File: src/rtl/i2s_rx_deserialiser.sv
// I2S receive deserialiser: shifts sd into per-channel registers using an external slot counter
// and latches complete left/right words. Define I2S_RX_READY_EN to add the one-cycle `ready` output.
module i2s_rx_deserialiser #(
   parameter int BITS   = 24,
   parameter int CLOCKS = 64
) (
   input  logic            ck,
   input  logic            rst_n,
   input  logic            sample,
   input  logic [5:0]      frame_posn,
   input  logic            sd,
   output logic [BITS-1:0] left,
   output logic [BITS-1:0] right
`ifdef I2S_RX_READY_EN
   ,
   output logic            ready
`endif
);

   localparam int            PW     = $clog2(CLOCKS);
   localparam logic [PW-1:0] BITS_P = PW'(BITS);
   localparam logic [PW-1:0] LAST_P = PW'(BITS - 1);
   localparam logic [PW-1:0] ZERO_P = PW'(0);
   localparam logic [PW-1:0] ONE_P  = PW'(1);

   logic [PW-1:0]   pos_s;
   logic [PW-1:0]   d_s;
   logic [PW-1:0]   k_s;
   logic            right_ch_s;
   logic            capture_l_s;
   logic            capture_r_s;
   logic            latch_l_s;
   logic            latch_r_s;
   logic [BITS-1:0] left_sh_r;
   logic [BITS-1:0] right_sh_r;
   logic [BITS-1:0] left_nxt_s;
   logic [BITS-1:0] right_nxt_s;
   logic            left_arm_r;
   logic            right_arm_r;

   // Slot decode: one-slot I2S delay, channel select and bit index within the channel.
   // A channel only latches once its MSB has been seen since reset, so partial words are dropped.
   always_comb begin
      pos_s       = frame_posn[PW-1:0];
      d_s         = pos_s - ONE_P;
      right_ch_s  = d_s[PW-1];
      k_s         = {1'b0, d_s[PW-2:0]};
      capture_l_s = sample && !right_ch_s && (k_s < BITS_P);
      capture_r_s = sample &&  right_ch_s && (k_s < BITS_P);
      latch_l_s   = capture_l_s && (k_s == LAST_P) && (left_arm_r  || (k_s == ZERO_P));
      latch_r_s   = capture_r_s && (k_s == LAST_P) && (right_arm_r || (k_s == ZERO_P));
   end

   generate
      if (BITS == 1) begin : g_single
         // A one-bit word is just the sampled bit.
         always_comb begin
            left_nxt_s  = sd;
            right_nxt_s = sd;
         end
      end else begin : g_multi
         // Next shift value; also the word loaded on the last bit.
         always_comb begin
            left_nxt_s  = {left_sh_r[BITS-2:0], sd};
            right_nxt_s = {right_sh_r[BITS-2:0], sd};
         end
      end
   endgenerate

   // Shift registers, MSB-seen flags and registered outputs.
   always_ff @(posedge ck) begin
      if (!rst_n) begin
         left_sh_r   <= {BITS{1'b0}};
         right_sh_r  <= {BITS{1'b0}};
         left_arm_r  <= 1'b0;
         right_arm_r <= 1'b0;
         left        <= {BITS{1'b0}};
         right       <= {BITS{1'b0}};
      end else begin
         if (capture_l_s) begin
            left_sh_r <= left_nxt_s;
            if (k_s == ZERO_P) begin
               left_arm_r <= 1'b1;
            end
         end
         if (capture_r_s) begin
            right_sh_r <= right_nxt_s;
            if (k_s == ZERO_P) begin
               right_arm_r <= 1'b1;
            end
         end
         if (latch_l_s) begin
            left <= left_nxt_s;
         end
         if (latch_r_s) begin
            right <= right_nxt_s;
         end
      end
   end

`ifdef I2S_RX_READY_EN
   // Stereo-pair strobe, coincident with the right word update.
   always_ff @(posedge ck) begin
      if (!rst_n) begin
         ready <= 1'b0;
      end else begin
         ready <= latch_r_s;
      end
   end
`endif

endmodule

File: config.mk
export PLATFORM = sky130hd
export DESIGN_NAME = i2s_rx_deserialiser
export DESIGN_NICKNAME = d
export VERILOG_FILES = /design/src/rtl/i2s_rx_deserialiser.sv
export SDC_FILE = /design/constraint.sdc
export NUM_CORES = 1
export LEC_CHECK = 0
export ABC_AREA = 1
export BUFFER_PORTS_ARGS = -buffer_cell sky130_fd_sc_hd__clkbuf_2
export CAP_MARGIN = 20
export CORE_MARGIN = 1
export CORE_UTILIZATION = 55
export CTS_CLUSTER_SIZE = 10
export DETAILED_ROUTE_END_ITERATION = 16
export HOLD_SLACK_MARGIN = 0.1
export PLACE_DENSITY = 0.87
export SLEW_MARGIN = 15
export SYNTH_ARGS = -nofsm -noshare
export SYNTH_HDL_FRONTEND = slang
export SYNTH_SLANG_ARGS = --single-unit
export TNS_END_PERCENT = 50
File: constraint.sdc
create_clock -name ck -period 1.2 [get_ports ck]
set_input_delay 0.12 -clock ck [delete_from_list [all_inputs] [get_ports ck]]
set_output_delay 0.12 -clock ck [all_outputs]
set_load 0.005 [all_outputs]
Yosys cells after proc, flatten, opt, wreduce, memory -nomap -nowiden --
Index checks and enable logic that the tools add are counted. W data, S select, Z words.
Storage, ports and cells: register bits after elaboration 96, input port bits 10
Cells by class: eq/ne operators 1, reductions and logical operators 15, $lt $le $gt $ge 1, $add $sub $neg 1
Operators with widths (count):
- $logic_and A1 B1 Y1 | 8
- $logic_not A6 Y1 | 1
- $sub A6 B1 Y6 const B | 1
- $eq A5 B5 Y1 const B | 1
- $logic_not A5 Y1 | 1
- $lt A5 B5 Y1 const B | 1
- $reduce_and A2 Y1 | 2
- $logic_or A1 B1 Y1 | 2
- $logic_not A1 Y1 | 1

Depth between registers and ports, before layout --
depth after elaboration 6, gate-level depth with buffers 9

Worst setup path before layout --
OpenSTA, ideal clock, no wires.
path kind input to register, from in frame_posn[1], to reg left_sh_r[16], required time 1.081 ns, slack 0.163 ns, library setup time 0.119 ns, stages 8, path buffers 2, arrival time 0.917 ns, cell sequence nor2_2 nand3_1 nand2_1 nand2_1 buf_2 buf_4 o21ai_0 a21oi_1
Between the ends: cells in the longest elaborated chain, start to end 4
Ends and longest elaborated chain:
- start, declared | line 10 | input logic [5:0] frame_posn,
- $sub A6 B1 Y6 * | line 45 | d_s = pos_s - ONE_P;
- branches (longest 2 deep; another with $lt A5 B5 Y1)
- $logic_and A1 B1 Y1 * | line 48 | capture_l_s = sample && !right_ch_s && (k_s < BITS_P);
- end signal, assigned | line 73 | left_sh_r <= {BITS{1'b0}};
- end signal, assigned | line 81 | left_sh_r <= left_nxt_s;
- end, declared | line 34 | logic [BITS-1:0] left_sh_r;
Every way passes the cells marked *. A chain may end at the register's enable or synchronous reset.

Worst setup path in the final report --
from reg left_arm_r, to reg left[21]
Between the ends: cells in the longest elaborated chain, start to end 2
Ends and longest elaborated chain:
- start, declared | line 38 | logic left_arm_r;
- start signal, assigned | line 75 | left_arm_r <= 1'b0;
- start signal, assigned | line 83 | left_arm_r <= 1'b1;
- $logic_or A1 B1 Y1 | line 50 | latch_l_s = capture_l_s && (k_s == LAST_P) && (left_arm_r || (k_s == ZERO_P));
- $logic_and A1 B1 Y1 | line 50
- end signal, assigned | line 77 | left <= {BITS{1'b0}};
- end signal, assigned | line 93 | left <= left_nxt_s;
- end, declared | line 12 | output logic [BITS-1:0] left,
Every way passes these cells.

==> Flow_metrics.wiki <==
{| class="wikitable"
! Metric !! Value
|-
| Run status || complete, no violations
|-
| Part of the power in the clock network || between 30% and 40%
|-
| Number of vias after detailed routing || ~3100
|-
| Startpoint of the worst register-to-register path || left_arm_r$_SDFFE_PN0P_
|-
| F_max || 851 MHz
|-
| Initial DRC Count || 74
|-
| Min cycle time layout || around 1.2 ns
|-
| CTS max path bufs || 2
|-
| Chip width || between 80 and 90 um
|-
| Clock latency reported for the late side of the worst-skew pair || ~0.35 ns
|-
| Number of CTS-inserted buffers || 9
|-
| Total routed wirelength || approximately 7.0 mm
|-
| Final antenna diode count || 0
|-
| CTS tree || yes
|-
| Arrival time worst endpoint || around 1.4 ns
|-
| Via count of the first global-routing pass || 2724
|-
| Starting Density || between 50 and 60%
|-
| Antenna Nets Post-Route || 0
|-
| Number of warnings printed during yosys synthesis || 0
|-
| Fill cell total of the finished layout || around 540
|-
| Worst slack on hold paths || 0.120 ns
|-
| Crit Path Class || flop to flop
|-
| Share of layout cells above drive strength 1 || 18.0%
|-
| Number of antenna violations at the first check in global routing || 0
|-
| Switching power || between 1 and 1.5 mW
|-
| Min-delay src || sd
|-
| Startpoint types || flop
|-
| Ports placed on the boundary || 58
|-
| Count of input and output buffers || 57
|-
| Highest routing layer actually used || met4
|-
| Sequential cell area || approximately 1900 um^2
|-
| Area enclosed by the die boundary || 6900 um^2
|-
| Via count normalized by instance count || a little under 5
|-
| Hold WC Path Type || primary input to flop
|-
| Number of flip-flops and latches in the synthesized netlist || 96
|-
| Combinational group share of total power || roughly 6.4%
|-
| Multi-input gate area || 1310 um^2
|-
| Met3 routed wirelength || 216 um
|-
| Sink Count || 96
|-
| Floorplan row count || 29
|-
| Standard cell core area || 6350 um^2
|-
| Hold Violations, Final || 0
|-
| Maximum number of pins on one net before global-route repair || 56
|-
| Slew at the pin closest to its max-slew limit || roughly 0.28 ns
|-
| Worst hold path depth || 5
|-
| Final clock period utilization by the worst path || between 90% and 100%
|-
| Met1 wire length || a little over 3 mm
|-
| Nature of the critical path endpoint || flop
|-
| Commonest non-fill, non-tap cell in the layout || nand2_1
|-
| Hold Buf Count CTS || 0
|-
| Final core utilization || 68.4%
|-
| Max-capacitance violation count || 0
|-
| Post-synthesis cell type count || 16
|-
| Height of the die || 83.1 um
|-
| Per-instance average area after synthesis || 7.35 um^2
|-
| Cell depth of the worst flop-to-flop path || 9
|-
| All-layer global routing usage || 19.9%
|-
| Detailed-router iteration count before antenna repair || 4
|-
| CTS root buf || clkbuf_8
|-
| Residual DRC || 0
|-
| Routability-driven placement congestion ratio || between 0.8 and 0.9
|-
| DPL Wire Length || roughly 4.4 mm
|-
| Proportion of power drawn by flip-flops and latches || between 50 and 60%
|-
| Power per cell area || 1330 nW/um^2
|-
| First-pass GRT wire length || ~11 mm
|-
| RSZ-0062 raised after global routing || yes
|-
| Worst VDD drop || approximately 940 uV
|-
| Total met2 wirelength after detailed routing || approximately 3.6 mm
|-
| Post-synthesis sequential area ratio || between 50% and 60%
|-
| Static leakage || approximately 1.9 nW
|-
| Final-stage net count || 558
|-
| Final worst clock skew || 0.00478 ns
|-
| Layout-stage area growth over the synthesis result || 20.1%
|-
| End of the worst register-to-register path || left[21]$_SDFFE_PN0P_
|-
| Worst R2R Setup Slack || approximately 0.025 ns
|-
| Cell area after synthesis || 3620 um^2
|-
| Rel. slew slack || about four fifths
|-
| Average wire per standard cell || roughly 11 um
|-
| Switching power share of the total || 22.8%
|-
| Remaining global-route overflow || 0
|-
| Worst Path Max Fanout || 15
|-
| H-tree Lvls || 3
|-
| Clock slew at the register clock pins of the worst setup and hold paths || about 0.08 ns
|-
| Number of max-slew violations in the final report || 0
|-
| Internal cell power || around 4.5 mW
|-
| End point of the most critical hold path || left[0]$_SDFFE_PN0P_
|-
| Total of endpoints with negative setup slack in the final report || 0
|-
| Post-synthesis cell count || approximately 500
|-
| Worst Path Required || ~1.5 ns
|-
| Post-Synthesis Net Count || approximately 500
|-
| Most frequent cells in the layout || nand2_1, nor2_1, dfxtp_1
|}
registers in the layout (all words and copies together) (netlist names):
name	flops
left	24
left_arm_r	1
left_sh_r	23
right	24
right_arm_r	1
right_sh_r	23
worst max-delay path, stage by stage, from the launching register on:
cell and delay (ns):
dfxtp_1 0.33, inv_1 0.07, nand2_2 0.09, inv_2 0.06
nor2_4 0.09, buf_12 0.14, clkbuf_16 0.16, nand2_1 0.05
nand2_1 0.05, nor2_1 0.04
cell usage after synthesis:
library cell,number,area share (%)
nand2_1,109,11
nor2_4,2,0.62
clkbuf_1,9,0.93
buf_6,6,1.9
a21oi_1,48,6.6
nand3_1,2,0.28
buf_2,10,1.4
buf_1,3,0.31
inv_2,3,0.31
o21ai_0,46,6.4
buf_4,2,0.42
dfxtp_1,96,53
nor2_2,1,0.17
nand4_1,2,0.35
nor2_1,99,10
inv_1,54,5.6
metal layers:
layer / vias to the layer above / track usage [%]
li1: 1621 / -
met1: 1389 / 21.4
met2: 51 / 36.1
met3: 12 / 4.37
met4: 0 / 10.7
met5: - / 0
stage by stage:
| stage | area [um^2] | TNS (ns) | total power [mW] | instances | setup WS [ns] |
|---|---|---|---|---|---|
| 2_1_floorplan | 3620 | 0 | 3.67 | 492 | 0.163 |
| 3_3_place_gp | 3990 | -0.369 | 3.75 | 607 | -0.0256 |
| 3_5_place_dp | 3990 | -3.37 | 3.77 | 607 | -0.0822 |
| 4_1_cts | 4180 | 0 | 5.83 | 621 | 0.0466 |
| 5_1_grt | 4340 | -0.154 | 6.03 | 628 | -0.0346 |
| 6_report | 4340 | 0 | 5.79 | 628 | 0.0253 |
cells by family (layout without fill, tap and decap cells):
family          Yosys count  in the layout  synth area share [%]
compound gates           94             94                  13.0
buf+inv                  87            146                  10.8
flops                    96             96                  53.1
simple gates            215            215                  23.0
power groups by stage:
stage	registers (mW)	clock network [mW]	logic, mW
after CTS	3.33	2.13	0.369
after global placement	3.40	0	0.349
after floorplan	3.39	0	0.274
after global routing	3.35	2.26	0.425
after detailed placement	3.41	0	0.366
final	3.33	2.08	0.372
cell type report:
type	instances	share of cell area, %
clock buffers	11	3.49
clock inverters	3	0.980
inverters	57	4.93
multi-input cells	309	30.2
flip-flops and latches	96	44.3
well taps	77	2.22
repair buffers	75	13.9
worst max path at each step:
stage                            start                           to  slack, ns  cells after the start
3_5_place_dp             frame_posn[4]  right_sh_r[10]$_SDFFE_PN0N_      -0.08                     10
3_3_place_gp             frame_posn[4]  right_sh_r[10]$_SDFFE_PN0N_      -0.03                     10
4_1_cts        left_arm_r$_SDFFE_PN0P_        left[18]$_SDFFE_PN0P_       0.05                      8
2_1_floorplan            frame_posn[1]   left_sh_r[16]$_SDFFE_PN0P_       0.16                      8
5_1_grt        left_arm_r$_SDFFE_PN0P_        left[14]$_SDFFE_PN0P_      -0.03                      9
6_report       left_arm_r$_SDFFE_PN0P_        left[21]$_SDFFE_PN0P_       0.03                      9
repair_timing:
action	in CTS	in global routing
endpoints found under the setup margin	0	25
setup buffers	0	3
gates resized for setup	0	4
No activity file was read; power rests on OpenSTA's default activity.
